--- config.mk ---
export PLATFORM = sky130hd
export DESIGN_NAME = ritc_vdd_servo_dac
export DESIGN_NICKNAME = d
export VERILOG_FILES = /design/src/rtl/ritc_servo_dac_pkg.sv /design/src/rtl/ritc_spi_frame_tx.sv /design/src/rtl/ritc_vdd_servo_dac.sv
export SDC_FILE = /design/constraint.sdc
export NUM_CORES = 1
export LEC_CHECK = 0
export CORE_MARGIN = 2
export CORE_UTILIZATION = 59
export CTS_BUF_LIST = sky130_fd_sc_hd__clkbuf_2
export CTS_CLUSTER_DIAMETER = 30
export CTS_CLUSTER_SIZE = 40
export DETAILED_ROUTE_END_ITERATION = 8
export PLACE_DENSITY = 0.79
export SYNTH_ARGS = -nofsm -noshare
export SYNTH_HDL_FRONTEND = slang
export SYNTH_SLANG_ARGS = --single-unit
--- constraint.sdc ---
create_clock -name user_clk_i -period 10.89 [get_ports user_clk_i]
set_input_delay 3.267 -clock user_clk_i [delete_from_list [all_inputs] [get_ports user_clk_i]]
set_output_delay 3.267 -clock user_clk_i [all_outputs]
set_load 0.005 [all_outputs]
--- src/rtl/ritc_servo_dac_pkg.sv ---
// Shared types and helpers for the RITC VDD servo DAC path.
package ritc_servo_dac_pkg;

   localparam int FRAME_W = 16;
   localparam int DATA_W  = 12;

   localparam logic CH_R0 = 1'b0;
   localparam logic CH_R1 = 1'b1;

   typedef enum logic [2:0] {
      ST_IDLE,
      ST_LOAD,
      ST_SHIFT,
      ST_GAP,
      ST_LDAC,
      ST_DONE
   } servo_state_t;

   // DAC word: command in [15:13], channel select in [12], data in [11:0].
   function automatic logic [FRAME_W-1:0] build_frame(input logic [2:0]        cmd,
                                                      input logic              chan,
                                                      input logic [DATA_W-1:0] val);
      return {cmd, chan, val};
   endfunction

endpackage

--- src/rtl/ritc_spi_frame_tx.sv ---
// Shifts one 16-bit word MSB-first on a mode-0 SPI link; CS/SCLK/SDI are all registered.
module ritc_spi_frame_tx
   import ritc_servo_dac_pkg::*;
#(
   parameter int CLK_DIV = 4
) (
   input  logic               user_clk_i,
   input  logic               rst_n,
   input  logic               start,
   input  logic [FRAME_W-1:0] word,
   output logic               cs_n,
   output logic               sclk,
   output logic               sdi,
   output logic               frame_done
);

   localparam logic [7:0] DIV_LOAD = 8'(CLK_DIV - 1);

   logic         active;
   logic [14:0]  shreg;
   logic [3:0]   bit_cnt;
   logic [7:0]   div_cnt;

   // High during the final high-phase cycle, so the sequencer leaves SHIFT as CS rises.
   assign frame_done = active && sclk && (div_cnt == 8'd0) && (bit_cnt == 4'd0);

   always_ff @(posedge user_clk_i or negedge rst_n) begin
      if (!rst_n) begin
         active  <= 1'b0;
         cs_n    <= 1'b1;
         sclk    <= 1'b0;
         sdi     <= 1'b0;
         shreg   <= '0;
         bit_cnt <= 4'd0;
         div_cnt <= 8'd0;
      end else if (start) begin
         active  <= 1'b1;
         cs_n    <= 1'b0;
         sclk    <= 1'b0;
         sdi     <= word[FRAME_W-1];
         shreg   <= word[14:0];
         bit_cnt <= 4'd15;
         div_cnt <= DIV_LOAD;
      end else if (active) begin
         if (div_cnt != 8'd0) begin
            div_cnt <= div_cnt - 8'd1;
         end else begin
            div_cnt <= DIV_LOAD;
            if (!sclk) begin
               sclk <= 1'b1;
            end else if (bit_cnt == 4'd0) begin
               active <= 1'b0;
               cs_n   <= 1'b1;
               sclk   <= 1'b0;
               sdi    <= 1'b0;
            end else begin
               sclk    <= 1'b0;
               sdi     <= shreg[14];
               shreg   <= {shreg[13:0], 1'b0};
               bit_cnt <= bit_cnt - 4'd1;
            end
         end
      end
   end

endmodule

--- src/rtl/ritc_vdd_servo_dac.sv ---
// Stages R0/R1 VDD servo values and commits both to the dual SPI DAC with a shared LDAC.
//
// state    | meaning
// IDLE     | waiting for an update edge or a pending request
// LOAD     | copy staging into shadow, kick off channel A frame
// SHIFT    | SPI frame in flight
// GAP      | CS high between frames / before LDAC
// LDAC     | LDAC_n held low, committed values published
// DONE     | done pulse, count transfer, re-run if a request arrived meanwhile
module ritc_vdd_servo_dac
   import ritc_servo_dac_pkg::*;
#(
   parameter int          CLK_DIV     = 4,
   parameter logic [2:0]  CMD_WRITE   = 3'b000,
   parameter int          CS_GAP      = 4,
   parameter int          LDAC_WIDTH  = 2,
   parameter logic [15:0] COUNT_RESET = 16'h0000
) (
   input  logic              user_clk_i,
   input  logic              user_rst_n_i,
   input  logic              servo_addr_i,
   input  logic              servo_wr_i,
   input  logic              servo_update_i,
   input  logic [DATA_W-1:0] servo_i,
   output logic              dac_cs_n_o,
   output logic              dac_sclk_o,
   output logic              dac_sdi_o,
   output logic              dac_ldac_n_o,
   output logic              busy_o,
   output logic              done_o,
   output logic [DATA_W-1:0] vdd_r0_o,
   output logic [DATA_W-1:0] vdd_r1_o,
   output logic [15:0]       update_count_o
);

   localparam logic [7:0] GAP_LOAD  = 8'(CS_GAP - 1);
   localparam logic [7:0] LDAC_LOAD = 8'(LDAC_WIDTH - 1);

   logic [1:0]         rst_sync;
   logic               rst_n;
   servo_state_t       state;
   logic [DATA_W-1:0]  stage_r0, stage_r1;
   logic [DATA_W-1:0]  shadow_r0, shadow_r1;
   logic               upd_hist, edge_q, pending, chan;
   logic [7:0]         gap_cnt, ldac_cnt;
   logic               tx_start, frame_done;
   logic [FRAME_W-1:0] tx_word;

   always_ff @(posedge user_clk_i or negedge user_rst_n_i) begin
      if (!user_rst_n_i) rst_sync <= 2'b00;
      else               rst_sync <= {rst_sync[0], 1'b1};
   end
   assign rst_n = rst_sync[1];

   always_ff @(posedge user_clk_i or negedge rst_n) begin
      if (!rst_n) begin
         stage_r0 <= '0;
         stage_r1 <= '0;
      end else if (servo_wr_i) begin
         if (servo_addr_i == CH_R1) stage_r1 <= servo_i;
         else                       stage_r0 <= servo_i;
      end
   end

   // History resets high so a level already high at reset release is not an edge.
   always_ff @(posedge user_clk_i or negedge rst_n) begin
      if (!rst_n) begin
         upd_hist <= 1'b1;
         edge_q   <= 1'b0;
      end else begin
         upd_hist <= servo_update_i;
         edge_q   <= servo_update_i & ~upd_hist;
      end
   end

   // Channel A frame is built from staging in LOAD since shadow lands on the same edge.
   always_comb begin
      tx_start = 1'b0;
      tx_word  = build_frame(CMD_WRITE, CH_R1, shadow_r1);
      if (state == ST_LOAD) begin
         tx_start = 1'b1;
         tx_word  = build_frame(CMD_WRITE, CH_R0, stage_r0);
      end else if (state == ST_GAP && gap_cnt == 8'd0 && chan == CH_R0) begin
         tx_start = 1'b1;
      end
   end

   ritc_spi_frame_tx #(.CLK_DIV(CLK_DIV)) u_tx (
      .user_clk_i (user_clk_i),
      .rst_n      (rst_n),
      .start      (tx_start),
      .word       (tx_word),
      .cs_n       (dac_cs_n_o),
      .sclk       (dac_sclk_o),
      .sdi        (dac_sdi_o),
      .frame_done (frame_done)
   );

   always_ff @(posedge user_clk_i or negedge rst_n) begin
      if (!rst_n) begin
         state          <= ST_IDLE;
         shadow_r0      <= '0;
         shadow_r1      <= '0;
         pending        <= 1'b0;
         chan           <= CH_R0;
         gap_cnt        <= 8'd0;
         ldac_cnt       <= 8'd0;
         dac_ldac_n_o   <= 1'b1;
         busy_o         <= 1'b0;
         done_o         <= 1'b0;
         vdd_r0_o       <= '0;
         vdd_r1_o       <= '0;
         update_count_o <= COUNT_RESET;
      end else begin
         done_o <= 1'b0;
         if (edge_q) pending <= 1'b1;
         case (state)
            ST_IDLE: begin
               if (edge_q || pending) begin
                  state   <= ST_LOAD;
                  busy_o  <= 1'b1;
                  pending <= 1'b0;
               end
            end
            ST_LOAD: begin
               shadow_r0 <= stage_r0;
               shadow_r1 <= stage_r1;
               chan      <= CH_R0;
               state     <= ST_SHIFT;
            end
            ST_SHIFT: begin
               if (frame_done) begin
                  gap_cnt <= GAP_LOAD;
                  state   <= ST_GAP;
               end
            end
            ST_GAP: begin
               if (gap_cnt != 8'd0) begin
                  gap_cnt <= gap_cnt - 8'd1;
               end else if (chan == CH_R0) begin
                  chan  <= CH_R1;
                  state <= ST_SHIFT;
               end else begin
                  dac_ldac_n_o <= 1'b0;
                  ldac_cnt     <= LDAC_LOAD;
                  vdd_r0_o     <= shadow_r0;
                  vdd_r1_o     <= shadow_r1;
                  state        <= ST_LDAC;
               end
            end
            ST_LDAC: begin
               if (ldac_cnt != 8'd0) begin
                  ldac_cnt <= ldac_cnt - 8'd1;
               end else begin
                  dac_ldac_n_o <= 1'b1;
                  done_o       <= 1'b1;
                  state        <= ST_DONE;
               end
            end
            ST_DONE: begin
               update_count_o <= update_count_o + 16'd1;
               if (pending || edge_q) begin
                  pending <= 1'b0;
                  state   <= ST_LOAD;
               end else begin
                  busy_o <= 1'b0;
                  state  <= ST_IDLE;
               end
            end
            default: state <= ST_IDLE;
         endcase
      end
   end

endmodule

==> run metrics <==
top_reg_cell synth dfrtp_1; Post-Synth Simple-Gate Area 0.169; pin count of the biggest net entering global routing 55; routed len/inst 16.2 µm; Die Ht 109 µm; CP required 7.62 ns; Die W 109 µm; first-pass GRT wire length 22.0 mm; worst hold path type flop to async pin; placer congestion estimate 0.810; final number of max-transition violations 0; CP arrival 1.77 ns; worst path cell trace clkdlybuf4s50_1; WL final 12.8 mm; main combinational cell family by area after synthesis simple AND/OR/NAND/NOR gates; fin crit share 0.462; fraction of registers with async set or reset after synthesis 1.00; total number of yosys warnings 0; buffers and inverters on the worst path 1; CP endpoint dac_ldac_n_o; Antenna Violating Nets Remaining 0; syn avg cell area 11.2 µm²; Resized Gates After CTS 0; Worst-Margin Slew 1.05 ns; # H-tree levels 4; Vias 4541; worst r2r dst vdd_r0_o[3]$_DFFE_PN0P_; Initial Util 0.602; DR iter-0 viols 338; sequential area share after synthesis 0.569; hpwl dp 8.67 mm; commonest cells after routing, fill and taps aside dfrtp_1 (143), nand2_1 (90), clkdlybuf4s50_1 (62), mux2_2 (50); status completed; IO Port Bufs 62; final setup TNS 0 ns; NumNets Final 661; setup violators final 0; crit-path max FO 2; global route total overflow 0; hold_buf cts 0; final hold violation count 0; worst reg2reg path depth 6; Cells after Synth 577; Detailed Routing Iterations Pass 1 5; RSZ-0062 raised after global routing false; DRC violation count after routing 0; CTS clk-pin slew, worst paths 0.23 ns; Setup Skew 0.0359 ns; post-synthesis compound-gate area fraction 0.0934; post-synthesis sequential element count 147; post-synthesis mux area share 0.0932; hold slack 0.313 ns; clk_lat worst skew 0.70 ns; Layout area overhead 15.1%; WS Path Type flop to output pin; # fillers 820; I/O pin count 63; area share of fa/ha/maj cells after synthesis 0.0155; Post-Syn Area 0.00647 mm²; initial antenna violation count 0; EDFF count, synth 0; P_leak 3.49 nW; clock tree sinks 147; crit-path max cell delay 0.58 ns; VDD IR max 0.0878 mV; clk buf depth 2; # diodes 0; fin crit period 5.03 ns; vias per cell 5.76; FP Rows 38; Max-Cap Viols 0; # Post-CTS Setup Buffers 0; Synth cell types 56; core area 0.0107 mm²; slowest CP cell dfstp_2; CP endpoint kind output pin; CP startpoint kind flop; relative slew slack 0.299; Tot GR Track Use 0.241; xor-xnor portion of the synthesized cell area 0.0311; root buf cell clkbuf_2; share of cells above drive strength 1 0.165; most common cell after layout, fill and taps aside dfrtp_1; CTS tree done; crit path from dac_ldac_n_o$_DFFE_PN1P_; CTS buffer count 17; vias in the first global route 4663; Worst R2R Start gap_cnt[0]$_DFFE_PN0P_; highest clock rate 0.199 GHz; Syn Nets 602; stages on the worst setup path 1; r2r setup slk 8.22 ns; power per cell area 128 mW/mm²; Worst path top cell family by delay flip-flops; die area 0.0118 mm²
-- state kept, by name (all words and copies together) (netlist names), 2 cells and up --
register	flops
update_count_o	16
shadow_r0	12
u_tx.bit_cnt	4
rst_sync	2
state	3
vdd_r1_o	12
ldac_cnt	8
stage_r0	12
stage_r1	12
u_tx.shreg	15
shadow_r1	12
gap_cnt	8
u_tx.div_cnt	8
vdd_r0_o	12
-- cell usage after synthesis (all sizes together) (12+ instances only) --
cell type / count / share of area
nor2: 25 / 0.015
and2: 12 / 0.012
mux2: 50 / 0.087
a21oi: 25 / 0.019
inv: 13 / 0.0075
nor3: 13 / 0.010
dfrtp: 144 / 0.56
nand2: 90 / 0.052
xor2: 12 / 0.016
nand4: 12 / 0.012
clkbuf: 16 / 0.0095
a21o: 12 / 0.014
o21ai: 12 / 0.0093
a31oi: 13 / 0.013
-- worst min path at each step --
stage	slack [ns]	start	endpoint	cells after the start
2_1_floorplan	0.33	rst_sync[0]$_DFF_PN0_	rst_sync[1]$_DFF_PN0_	0
3_3_place_gp	0.32	rst_sync[1]$_DFF_PN0_	u_tx.bit_cnt[0]$_DFFE_PN0P_	0
3_5_place_dp	0.33	rst_sync[1]$_DFF_PN0_	u_tx.bit_cnt[0]$_DFFE_PN0P_	0
4_1_cts	0.34	rst_sync[1]$_DFF_PN0_	vdd_r1_o[1]$_DFFE_PN0P_	0
5_1_grt	0.36	rst_sync[0]$_DFF_PN0_	rst_sync[1]$_DFF_PN0_	0
6_report	0.31	rst_sync[1]$_DFF_PN0_	update_count_o[11]$_DFFE_PN0N_	0
-- metrics by stage --
step,util,total power (W),std cells,cell area (µm²),setup slack [ns]
finish,0.693,0.000955,789,7440,5.86
global route,0.693,0.00100,789,7440,5.73
CTS,0.693,0.000968,789,7440,5.79
detailed placement,0.669,0.000639,757,7190,5.75
global placement,0.669,0.000636,757,7190,5.79
floorplan,-,0.000619,577,6470,6.50
-- kinds of logic after synthesis --
logic type	count (synthesis)
AOI/OAI and AO/OA	93
xor gates and xnor gates	23
adders and majority gates	8
buffers and inverters	40
DFF	147
muxes	54
other	1
and+or+nand+nor	211
-- layout make-up --
class,instances,area [µm²],area share
well taps,140,175,0.0235
clock inverters,12,155,0.0208
multi-input cells,390,2620,0.352
clock buffers,20,100,0.0134
flip-flops and latches,147,3690,0.495
repair buffers,67,658,0.0884
inverters,13,48.8,0.00656
-- layer usage --
| layer | wire, µm | up-vias | track usage | share of wire |
|---|---|---|---|---|
| met5 | 0 | - | 0 | 0 |
| met4 | 201 | 0 | 0.0788 | 0.016 |
| met3 | 517 | 23 | 0.0598 | 0.041 |
| met2 | 6530 | 108 | 0.412 | 0.51 |
| met1 | 5510 | 2262 | 0.301 | 0.43 |
| li1 | - | 2148 | - | - |
-- report_power, final --
part           internal (W)  switching (W)
registers          0.000569      0.0000168
logic             0.0000229      0.0000199
clock network      0.000133       0.000194
No activity file was read; power rests on OpenSTA's default activity.
